File: src/rtl/tile_scheduler_if.sv
// Host/array-side bundle for the tile scheduler: start/abort handshake in,
// load/compute/deload strobes and tile base indices out.
interface tile_scheduler_if #(
  parameter int IW = 4,
  parameter int JW = 4,
  parameter int KW = 4
);
  logic          start;
  logic          abort;
  logic          busy;
  logic          done;
  logic          load_a;
  logic          load_w;
  logic          deload_out;
  logic          acc_clr;
  logic          compute_en;
  logic [IW-1:0] index_i;
  logic [JW-1:0] index_j;
  logic [KW-1:0] index_k;

  // Scheduler side: consumes start/abort, drives everything else.
  modport master (
    input  start, abort,
    output busy, done, load_a, load_w, deload_out, acc_clr, compute_en,
    output index_i, index_j, index_k
  );

  // Host / address-generator / PE-grid side.
  modport slave (
    output start, abort,
    input  busy, done, load_a, load_w, deload_out, acc_clr, compute_en,
    input  index_i, index_j, index_k
  );
endinterface

File: src/rtl/tile_scheduler.sv
// Tile-loop sequencer for C = A x W on a TILE x TILE systolic array.
// Walks i (outer), j, k (inner); per k-tile a LOAD burst then a COMPUTE
// burst, per (i,j) tile a final DELOAD burst, then a one-cycle DONE.
// Every output is a register written on the same edge as the state it
// belongs to, so strobes rise in the first cycle of their state.
module tile_scheduler #(
  parameter int ROW_M          = 8,
  parameter int COL_M          = 8,
  parameter int COL_N          = 8,
  parameter int TILE           = 4,
  parameter int COMPUTE_CYCLES = 10
) (
  input  logic             clk,
  input  logic             reset,
  tile_scheduler_if.master bus
);
  localparam int IW   = $clog2(ROW_M) + 1;
  localparam int JW   = $clog2(COL_N) + 1;
  localparam int KW   = $clog2(COL_M) + 1;
  localparam int PMAX = (TILE > COMPUTE_CYCLES) ? TILE : COMPUTE_CYCLES;
  localparam int PW   = $clog2(PMAX) + 1;

  localparam logic [PW-1:0] TILE_LAST = PW'(TILE - 1);
  localparam logic [PW-1:0] CC_LAST   = PW'(COMPUTE_CYCLES - 1);
  localparam logic [IW-1:0] STEP_I    = IW'(TILE);
  localparam logic [JW-1:0] STEP_J    = JW'(TILE);
  localparam logic [KW-1:0] STEP_K    = KW'(TILE);

  // Matrix dimensions must tile exactly; refuse to elaborate otherwise.
  if ((TILE < 1) || (COMPUTE_CYCLES < 1) || ((ROW_M % TILE) != 0) ||
      ((COL_M % TILE) != 0) || ((COL_N % TILE) != 0)) begin : g_bad_cfg
    $error("tile_scheduler: ROW_M/COL_M/COL_N must be multiples of TILE");
  end

  typedef enum logic [2:0] {
    S_IDLE    = 3'd0,
    S_LOAD    = 3'd1,
    S_COMPUTE = 3'd2,
    S_DELOAD  = 3'd3,
    S_DONE    = 3'd4
  } state_t;

  state_t        state_r;
  logic [PW-1:0] phase_r;
  logic          busy_r;
  logic          done_r;
  logic          load_r;
  logic          deload_r;
  logic          acc_clr_r;
  logic          compute_en_r;
  logic [IW-1:0] index_i_r;
  logic [JW-1:0] index_j_r;
  logic [KW-1:0] index_k_r;

  // Loop-termination tests done in plain integer arithmetic so the
  // "base + TILE" sum can never wrap in the narrow index registers.
  logic more_k_s;
  logic more_j_s;
  logic more_i_s;
  assign more_k_s = (int'(index_k_r) + TILE) < COL_M;
  assign more_j_s = (int'(index_j_r) + TILE) < COL_N;
  assign more_i_s = (int'(index_i_r) + TILE) < ROW_M;

  // Sequencer FSM: state, phase counter, indices and all registered strobes.
  always_ff @(posedge clk or negedge reset) begin
    if (!reset) begin
      state_r      <= S_IDLE;
      phase_r      <= '0;
      busy_r       <= 1'b0;
      done_r       <= 1'b0;
      load_r       <= 1'b0;
      deload_r     <= 1'b0;
      acc_clr_r    <= 1'b0;
      compute_en_r <= 1'b0;
      index_i_r    <= '0;
      index_j_r    <= '0;
      index_k_r    <= '0;
    end else if (bus.abort && (state_r != S_IDLE)) begin
      // Cancel: back to IDLE with everything cleared and no done pulse.
      state_r      <= S_IDLE;
      phase_r      <= '0;
      busy_r       <= 1'b0;
      done_r       <= 1'b0;
      load_r       <= 1'b0;
      deload_r     <= 1'b0;
      acc_clr_r    <= 1'b0;
      compute_en_r <= 1'b0;
      index_i_r    <= '0;
      index_j_r    <= '0;
      index_k_r    <= '0;
    end else begin
      case (state_r)
        S_IDLE: begin
          done_r <= 1'b0;
          if (bus.start && !bus.abort) begin
            state_r   <= S_LOAD;
            phase_r   <= '0;
            busy_r    <= 1'b1;
            load_r    <= 1'b1;
            acc_clr_r <= 1'b1;
            index_i_r <= '0;
            index_j_r <= '0;
            index_k_r <= '0;
          end else begin
            state_r <= S_IDLE;
          end
        end
        S_LOAD: begin
          acc_clr_r <= 1'b0;
          if (phase_r == TILE_LAST) begin
            state_r      <= S_COMPUTE;
            phase_r      <= '0;
            load_r       <= 1'b0;
            compute_en_r <= 1'b1;
          end else begin
            phase_r <= phase_r + PW'(1);
          end
        end
        S_COMPUTE: begin
          if (phase_r == CC_LAST) begin
            phase_r      <= '0;
            compute_en_r <= 1'b0;
            if (more_k_s) begin
              // Next K slice accumulates onto the same (i,j) tile: no clear.
              state_r   <= S_LOAD;
              load_r    <= 1'b1;
              index_k_r <= index_k_r + STEP_K;
            end else begin
              state_r  <= S_DELOAD;
              deload_r <= 1'b1;
            end
          end else begin
            phase_r <= phase_r + PW'(1);
          end
        end
        S_DELOAD: begin
          if (phase_r == TILE_LAST) begin
            phase_r   <= '0;
            deload_r  <= 1'b0;
            index_k_r <= '0;
            if (more_j_s) begin
              state_r   <= S_LOAD;
              load_r    <= 1'b1;
              acc_clr_r <= 1'b1;
              index_j_r <= index_j_r + STEP_J;
            end else if (more_i_s) begin
              state_r   <= S_LOAD;
              load_r    <= 1'b1;
              acc_clr_r <= 1'b1;
              index_j_r <= '0;
              index_i_r <= index_i_r + STEP_I;
            end else begin
              state_r <= S_DONE;
              done_r  <= 1'b1;
            end
          end else begin
            phase_r <= phase_r + PW'(1);
          end
        end
        S_DONE: begin
          state_r   <= S_IDLE;
          busy_r    <= 1'b0;
          done_r    <= 1'b0;
          index_i_r <= '0;
          index_j_r <= '0;
          index_k_r <= '0;
        end
        default: begin
          state_r      <= S_IDLE;
          phase_r      <= '0;
          busy_r       <= 1'b0;
          done_r       <= 1'b0;
          load_r       <= 1'b0;
          deload_r     <= 1'b0;
          acc_clr_r    <= 1'b0;
          compute_en_r <= 1'b0;
          index_i_r    <= '0;
          index_j_r    <= '0;
          index_k_r    <= '0;
        end
      endcase
    end
  end

  assign bus.busy       = busy_r;
  assign bus.done       = done_r;
  assign bus.load_a     = load_r;
  assign bus.load_w     = load_r;
  assign bus.deload_out = deload_r;
  assign bus.acc_clr    = acc_clr_r;
  assign bus.compute_en = compute_en_r;
  assign bus.index_i    = index_i_r;
  assign bus.index_j    = index_j_r;
  assign bus.index_k    = index_k_r;
endmodule

File: src/flat_wrapper.sv
// flat-port wrapper written by rule: the top's interface ports become plain ports
module tile_scheduler_flat 
#(
  parameter int ROW_M          = 8,
  parameter int COL_M          = 8,
  parameter int COL_N          = 8,
  parameter int TILE           = 4,
  parameter int COMPUTE_CYCLES = 10
)
  (clk, reset, bus_start, bus_abort, bus_busy, bus_done, bus_load_a, bus_load_w, bus_deload_out, bus_acc_clr, bus_compute_en, bus_index_i, bus_index_j, bus_index_k);
  tile_scheduler_if #(.IW(4), .JW(4), .KW(4)) bus_i ();
  input  logic clk;
  input  logic reset;
  input wire logic [$bits(bus_i.start)-1:0] bus_start;
  input wire logic [$bits(bus_i.abort)-1:0] bus_abort;
  output wire logic [$bits(bus_i.busy)-1:0] bus_busy;
  output wire logic [$bits(bus_i.done)-1:0] bus_done;
  output wire logic [$bits(bus_i.load_a)-1:0] bus_load_a;
  output wire logic [$bits(bus_i.load_w)-1:0] bus_load_w;
  output wire logic [$bits(bus_i.deload_out)-1:0] bus_deload_out;
  output wire logic [$bits(bus_i.acc_clr)-1:0] bus_acc_clr;
  output wire logic [$bits(bus_i.compute_en)-1:0] bus_compute_en;
  output wire logic [$bits(bus_i.index_i)-1:0] bus_index_i;
  output wire logic [$bits(bus_i.index_j)-1:0] bus_index_j;
  output wire logic [$bits(bus_i.index_k)-1:0] bus_index_k;
  assign bus_i.start = bus_start;
  assign bus_i.abort = bus_abort;
  assign bus_busy = bus_i.busy;
  assign bus_done = bus_i.done;
  assign bus_load_a = bus_i.load_a;
  assign bus_load_w = bus_i.load_w;
  assign bus_deload_out = bus_i.deload_out;
  assign bus_acc_clr = bus_i.acc_clr;
  assign bus_compute_en = bus_i.compute_en;
  assign bus_index_i = bus_i.index_i;
  assign bus_index_j = bus_i.index_j;
  assign bus_index_k = bus_i.index_k;
  tile_scheduler #(.ROW_M(ROW_M), .COL_M(COL_M), .COL_N(COL_N), .TILE(TILE), .COMPUTE_CYCLES(COMPUTE_CYCLES)) u_core (.clk(clk), .reset(reset), .bus(bus_i));
endmodule
File: config.mk
export PLATFORM = sky130hd
export DESIGN_NAME = tile_scheduler_flat
export DESIGN_NICKNAME = d
export VERILOG_FILES = /design/src/rtl/tile_scheduler_if.sv /design/src/rtl/tile_scheduler.sv /design/src/flat_wrapper.sv
export SDC_FILE = /design/constraint.sdc
export NUM_CORES = 1
export LEC_CHECK = 0
export ABC_AREA = 0
export CORE_MARGIN = 2
export CORE_UTILIZATION = 52
export CTS_CLUSTER_DIAMETER = 40
export DETAILED_ROUTE_END_ITERATION = 16
export PLACE_DENSITY = 0.83
export SLEW_MARGIN = 10
export SYNTH_ARGS = -nofsm -noshare
export SYNTH_HDL_FRONTEND = slang
export SYNTH_SLANG_ARGS = --single-unit
File: constraint.sdc
create_clock -name clk -period 2.15 [get_ports clk]
set_input_delay 0.215 -clock clk [delete_from_list [all_inputs] [get_ports clk]]
set_output_delay 0.215 -clock clk [all_outputs]
set_load 0.1 [all_outputs]
Word-level counts from Yosys, hierarchy flattened
Cells that the tools add are included.
{ "totals": {"ff_bits": 26, "latch_bits": 0, "mem_bits_rw": 0, "mem_bits_ro": 0, "input_bits": 4, "output_inout_bits": 19, "elab_cells": 122, "mem_count": 0} }
{ "classes": {"addsub": 7, "n_mul": 0, "div_mod_pow": 0, "n_lt_le_gt_ge": 3, "n_eq_ne": 23, "shift": 0, "muxes": 56, "bitwise_logic": 0, "n_reduce_logical": 22} }
{ "ops": {"columns": ["operator", "count"], "rows": [
  ["< comparator 32 x 5 -> 1 bit (second input constant)", 3],
  ["2-to-1 mux 4 bit", 13],
  ["case mux 4 bit (3 select lines)", 2],
  ["2-to-1 mux 1 bit", 21],
  ["2-to-1 mux 5 bit", 4],
  ["case mux 5 bit (4 select lines)", 1],
  ["2-to-1 mux 3 bit", 6],
  ["!= test 3 x 1 -> 1 bit (second input constant)", 6],
  ["case mux 4 bit (4 select lines)", 1],
  ["AND reduction 4 bit", 4],
  ["adder 4 x 3 -> 5 bit (second input constant)", 3],
  ["!= test 2 x 1 -> 1 bit (second input constant)", 7],
  ["adder 4 x 3 -> 4 bit (second input constant)", 3],
  ["case mux 3 bit (4 select lines)", 1],
  ["AND reduction 5 bit", 2],
  ["!= test 3 bit (second input constant)", 3],
  ["case mux 1 bit (3 select lines)", 3],
  ["OR reduction 3 bit", 3],
  ["AND reduction 7 bit", 1],
  ["== test 3 x 2 -> 1 bit (second input constant)", 2],
  ["AND reduction 3 bit", 2],
  ["OR reduction 2 bit", 3],
  ["adder 5 x 1 -> 5 bit (second input constant)", 1],
  ["== test 5 x 2 -> 1 bit (second input constant)", 1],
  ["other kinds (12)", 15]
]} }

Depth between registers and ports, before layout
Gate-level depths: netlist of run 1.
{ "depth": {"depth_word": 7, "ltp_mapped": 6} }

Worst setup path after synthesis of run 1
OpenSTA, ideal clock, no wires.
{ "synth_path": {"kind": "register to register", "start": "reg u_core.index_k_r[2] (netlist: u_core.bus.index_k[2])", "end": "reg u_core.index_k_r[2] (netlist: u_core.bus.index_k[2])", "setup_ps": 81, "arrival_ps": 2091, "t_required_ps": 2069, "slack_ps": -22, "stages_incl_launch_ff": 7, "path_buffers": 0, "path_cell_list": "dfrtp_1 > inv_1 > ha_1 > nor4b_1 > a211oi_1 > o22ai_1 > mux2i_1"} }
{ "synth_via": {"elab_chain_len": 5} }
{ "synth_lines": {"columns": ["item", "line", "rtl"], "rows": [
  ["from (decl)", "tile_scheduler.sv:53", "logic [KW-1:0] index_k_r;"],
  ["from (signal assigned)", "tile_scheduler.sv:127", "index_k_r <= index_k_r + STEP_K;"],
  ["branches (longest 5 deep; another with < comparator 32 x 5 -> 1 bit)", null, null]
]} }
Several ways; the timed one is not identified. The select of a mux whose other input is x is not followed.
A chain may end at the register's enable or synchronous reset.

Worst setup path in the final report of run 1
{ "layout_path": {"start": "reg u_core.phase_r[0]", "end": "reg u_core.acc_clr_r (netlist: u_core.bus.acc_clr)"} }
{ "layout_via": {"elab_chain_len": 3} }
{ "layout_lines": {"columns": ["item", "line", "rtl"], "rows": [
  ["from (decl)", "tile_scheduler.sv:44", "logic [PW-1:0] phase_r;"],
  ["from (signal assigned)", "tile_scheduler.sv:116", "phase_r <= phase_r + PW'(1);"],
  ["from (signal assigned)", "tile_scheduler.sv:133", "phase_r <= phase_r + PW'(1);"],
  ["from (signal assigned)", "tile_scheduler.sv:157", "phase_r <= phase_r + PW'(1);"],
  ["== test 5 x 2 -> 1 bit", "tile_scheduler.sv:137", "if (phase_r == TILE_LAST) begin"],
  ["!= test 3 x 1 -> 1 bit (no line)", null, null],
  ["AND reduction 4 bit (no line)", null, null],
  ["to (signal assigned)", "tile_scheduler.sv:144", "acc_clr_r <= 1'b1;"],
  ["to (signal assigned)", "tile_scheduler.sv:149", "acc_clr_r <= 1'b1;"],
  ["to (signal assigned)", "tile_scheduler.sv:175", "acc_clr_r <= 1'b0;"],
  ["to (decl)", "tile_scheduler.sv:49", "logic acc_clr_r;"]
]} }
Every way passes these cells.

==> results of run 1 <==
cell type report:
class	instances	area, um^2	share of cell area [%]
multi-input combinational	105	763	47.5
clock buffer	4	36.3	2.26
inverter	11	41.3	2.57
tap	30	37.5	2.34
sequential	20	502	31.3
timing repair buffer	29	225	14.0
registers in the layout (all words and copies together) (netlist names), 2 cells and up:
signal and cells:
u_core.state_r 3, u_core.phase_r 5, u_core.bus.index_k 2, u_core.bus.index_j 2, u_core.bus.index_i 2
Yosys cell counts, drive strengths merged, types with 4 or more instances:
| cell | n | area [um^2] |
|---|---|---|
| a21oi | 5 | 25.0 |
| a22o | 5 | 43.8 |
| buf | 9 | 61.3 |
| clkbuf | 5 | 18.8 |
| dfrtp | 20 | 500 |
| ha | 5 | 62.6 |
| inv | 11 | 41.3 |
| nand2 | 6 | 22.5 |
| nor2 | 11 | 41.3 |
| nor3 | 4 | 20.0 |
| o21ai | 9 | 45.0 |
| or2 | 4 | 25.0 |
logic make-up after synthesis:
family          count (synthesis)  share of synthesized area (%)
simple gates                   48                           22.3
flops                          20                           36.6
fa+ha+maj                       6                           5.31
other cells                     1                          0.274
mux                             5                           3.94
buf+inv                        25                           8.88
compound gates                 38                           21.4
xor+xnor                        2                           1.28
power groups by stage:
stage               registers (W)  logic, W  clock network [W]
floorplan                0.000568  0.000228                  0
global placement         0.000438  0.000442                  0
detailed placement       0.000438  0.000447                  0
CTS                      0.000431  0.000448           0.000225
global route             0.000435  0.000470           0.000242
finish                   0.000431  0.000446           0.000222
path summary, 6_finish.rpt:
path                                    start                    end  slack, ns  depth (start not counted)
setup / recovery            u_core.phase_r[0]     u_core.bus.acc_clr       0.20                          4
hold / removal                          reset  u_core.bus.deload_out       0.23                          2
setup reg to reg            u_core.phase_r[0]     u_core.bus.acc_clr       0.20                          4
hold reg to reg            u_core.bus.acc_clr     u_core.bus.acc_clr       0.52                          1
max in group asynchronous               reset  u_core.bus.index_k[2]       1.69                          2
min in group clk           u_core.bus.acc_clr     u_core.bus.acc_clr       0.52                          1
stage by stage:
step / std cells / setup slack (ns) / utilization (%)
floorplan: 150 / 0.0314 / -
global placement: 195 / 0.104 / 63.3
detailed placement: 195 / 0.0796 / 63.3
CTS: 199 / 0.184 / 64.8
global route: 199 / 0.0727 / 64.8
finish: 199 / 0.200 / 64.8
routing by layer:
metal  vias up  routed length, um
li1        565                  -
met1       574               1390
met2        24               1440
met3         7                 98
met4         0                 70
met5         -                  0
==> impl_metrics.yaml, run 1 <==
clock_tree:
  clkLatencyLatePin_ns: 0.30
  cts_htree_levels: 1
  clock_path_buffers: 2
  cts_resized: 0
  cts.sinks: 20
  path_clk_slew_ns: 0.11
  hold_buffers: 0
  cts_buffers: 3
  cts_root_buffer: "clkbuf_4"
  tritoncts: "yes"
  cts_setup_buffers: 0
worst_setup_path:
  critPathTopFamily: "simple AND/OR/NAND/NOR gates"
  cp.arrival_ns: 2.15
  crit_buf_inv: 0
  worst_path_max_delay_cell: "or4b_4"
  path_class: "reg2reg"
  worstPathCellList: "ha_1 > or4b_4 > a2111oi_2 > mux2_1"
  path_max_fanout: 4
  endpoint_kind: "register"
  crit_path_start_kind: "register"
  max_stage_delay_ns: 0.50
  cp_data_required_time_ns: 2.35
global_routing:
  met3_usage_pct: 3.51
  grt_max_degree: 21
  grt-busiest-layer: "met2"
  overflow: 0
  grt_use_met1_pct: 28.2
  grt.met2_usage_pct: 33.2
  antenna_found_initial: 0
  grtUsageTotal_pct: 21.0
  grt_pass1_vias: 1099
  grt_pass1_wl_mm: 5.15
sta:
  setup_viol: 0
  skew_ns: 0.00357
  hold_viol: 0
  fin_crit_ns: 1.95
  drv_slew: 0
  min_period_over_period_pct: 90.7
  setup_tns_ns: 0
  rsz0062_at_grt: "no"
  hold_slack_ns: 0.234
  fmax_mhz: 513
synthesis:
  synth_ff_type: "dfrtp_1"
  syn_avg_cell_area_um2: 9.42
  yosysWarnings: 0
  syn_inst: 145
  async_reset_ff_share_pct: 100
  synth_edf_count: 0
  seq_area_frac_synth_pct: 36.6
  ys_seq_elements: 20
  synth.distinct_cells: 49
  netlist_area_um2: 1370
power:
  power_frac_seq_pct: 39.2
  leakagePower_nw: 0.707
  p_sw_share_pct: 43.3
  finalPower_w: 0.00110
  p_switching_w: 0.000476
  intPower_w: 0.000623
  power_frac_clock_pct: 20.2
  powerDensity_nw_per_um2: 685
  combinationalPowerShare_pct: 40.6
  peakVddDrop_uv: 502
place:
  port_buffers: 16
  gp_congestion: 0.937
  post_dp_cell_area_um2: 1570
  dp.final_hpwl_mm: 2.29
run_status:
  outcome: "finished clean"
floorplanning:
  die_y_um: 55.3
  die_x_um: 55.3
  top_level_ports: 23
  initial_core_util_pct: 55.2
  dieArea_um2: 3050
  rows: 18
  coreArea_um2: 2480
layout:
  antenna_cells: 0
  drive_gt1_share_pct: 21.3
  layout_commonest_cell: "buf_4"
  stdcell_area_um2: 1610
  syn_to_final_growth_pct: 17.5
  fill_cells: 215
  final_cell_mix: "buf_4 (26), dfrtp_1 (19), inv_1 (11), nor2_1 (11)"
  num-nets-final: 179
drt:
  drtPass1Iterations: 4
  wire_per_inst_um: 15.1
  wl_mm: 3.00
  viasPerCell: 5.88
  vias: 1170
  drc: 0
  drt-initial-drc-count: 32
  ant_nets: 0
job:
  drv_cap: 0
min_path:
  hp-class: "in2async"
Power figures use the tool's default switching activity.
==> inputs of run 2 (changes only) <==
- CORE_MARGIN: 2 -> default
- MAX_ROUTING_LAYER: default -> met4
==> impl_metrics.yaml, run 2 (synthesis gave the netlist of run 1 again) <==
layout:
  num-nets-final: 178
  stdcell_count: 198
  layout_commonest_cell: "buf_4"
  antenna_cells: 0
  fill_cells: 196
  final_cell_mix: "buf_4 (25), dfrtp_1 (19), inv_1 (11), nor2_1 (11)"
  largestRegisters: "u_core.phase_r x5, u_core.state_r x3"
  drive_gt1_share_pct: 20.8
  syn_to_final_growth_pct: 18.1
  multi_input_area_um2: 763
  largest_register_ffs: 5
  regMostFlops: "u_core.phase_r"
  ff_latch_area_um2: 502
clock_tree:
  cts.sinks: 20
  clock_path_buffers: 2
  cts_buffers: 3
  cts_htree_levels: 1
  cts_root_buffer: "clkbuf_4"
  tritoncts: "yes"
  path_clk_slew_ns: 0.13
  cts_resized: 0
  cts_setup_buffers: 0
  hold_buffers: 0
  clkLatencyLatePin_ns: 0.31
worst_setup_path:
  critPathTopFamily: "simple AND/OR/NAND/NOR gates"
  path_class: "reg2reg"
  cp_data_required_time_ns: 2.36
  endpoint_kind: "register"
  crit_path_start_kind: "register"
  path_max_fanout: 5
  rr_endpoint: "u_core.bus.acc_clr"
  reg2reg_depth: 4
  r2r_start: "u_core.phase_r[0]"
  worst_path_max_delay_cell: "or4b_4"
  max_stage_delay_ns: 0.52
  crit_buf_inv: 0
  cp.arrival_ns: 2.23
  rrSetupSlack_ns: 0.13
  worstPathCellList: "ha_1 > or4b_4 > a2111oi_2 > mux2_1"
drt:
  wl_mm: 3.15
  vias: 1193
  viasPerCell: 6.03
  ant_nets: 0
  wire_per_inst_um: 15.9
  drtPass1Iterations: 4
  drc: 0
  drt-initial-drc-count: 36
place:
  gp_congestion: 0.891
  placed_cells: 194
  port_buffers: 16
  dp.final_hpwl_mm: 2.37
job:
  drv_cap: 0
power:
  powerDensity_nw_per_um2: 740
  peakVddDrop_uv: 496
  leakagePower_nw: 0.708
sta:
  maxSlewHeadroom_pct: 61.9
  tightest_slew_ns: 0.570
  min_period_over_period_pct: 94.0
  fmax_mhz: 495
  hold_viol: 0
  setup_viol: 0
  rsz0062_at_grt: "no"
  skew_ns: 0.0143
  setup_tns_ns: 0
  drv_slew: 0
  fin_crit_ns: 2.02
floorplanning:
  top_level_ports: 23
  dieArea_um2: 2840
  die_y_um: 53.3
  rows: 18
  coreArea_um2: 2480
  initial_core_util_pct: 55.2
  die_x_um: 53.3
global_routing:
  grt_pass1_wl_mm: 5.13
  overflow: 0
  grt_max_degree: 21
  grt_pass1_vias: 1061
  antenna_found_initial: 0
  grtUsageTotal_pct: 25.6
run_status:
  outcome: "finished clean"
min_path:
  hp-class: "in2async"
[run 2: cell count changes in the layout (fill, tap and decap cells not counted)]
| cell | change |
|---|---|
| clkbuf_8 | -1 |
| buf_4 | -1 |
| bufinv_16 | +1 |
[run 2: area by class of cell]
cell class | instances | share of cell area [%]
multi-input cells | 105 | 47.3
repair buffers | 28 | 13.5
well taps | 30 | 2.33
flip-flops and latches | 20 | 31.1
inverters | 11 | 2.56
clock buffers | 3 | 1.40
clock inverters | 1 | 1.86
[run 2: how the worst max path moves through the flow]
| stage | startpoint | endpoint | slack (ns) | cells after the start |
|---|---|---|---|---|
| 6_report | u_core.phase_r[0] | u_core.bus.acc_clr | 0.13 | 4 |
| 5_1_grt | u_core.phase_r[0] | u_core.bus.acc_clr | 0.01 | 4 |
| 4_1_cts | u_core.phase_r[0] | u_core.bus.acc_clr | 0.13 | 4 |
| 3_5_place_dp | bus_abort | u_core.bus.load_a | 0.09 | 5 |
| 3_3_place_gp | bus_abort | u_core.bus.load_a | 0.12 | 5 |
| 2_1_floorplan | u_core.bus.index_j[2] | u_core.bus.load_a | 0.03 | 5 |
[run 2: metrics by stage]
| stage | utilization [%] | setup WS, ns | hold slack (ns) | power [W] | cell area, um^2 |
|---|---|---|---|---|---|
| 3_5_place_dp | 63.0 | 0.0873 | 0.502 | 0.000886 | 1560 |
| 3_3_place_gp | 63.0 | 0.123 | 0.501 | 0.000877 | 1560 |
| 4_1_cts | 65.2 | 0.128 | 0.274 | 0.00120 | 1610 |
| 6_report | 65.2 | 0.128 | 0.254 | 0.00120 | 1610 |
| 5_1_grt | 65.2 | 0.0100 | 0.295 | 0.00124 | 1610 |
| 2_1_floorplan | - | 0.0314 | -0.0806 | 0.000796 | 1390 |
[run 2: where the power goes]
group | internal [W] | switching, W | total (W)
clock network | 0.000188 | 0.000126 | 0.000314
logic | 0.000114 | 0.000339 | 0.000453
registers | 0.000405 | 0.0000231 | 0.000428
total | 0.000707 | 0.000488 | 0.00120
[run 2: layer usage]
layer  routed length (um)  GRT usage (%)  vias up
met4                   15           3.95        0
met5                    0              -        -
li1                     -              -      563
met3                  127           2.59        2
met2                 1510           41.7       38
met1                 1490           35.0      590
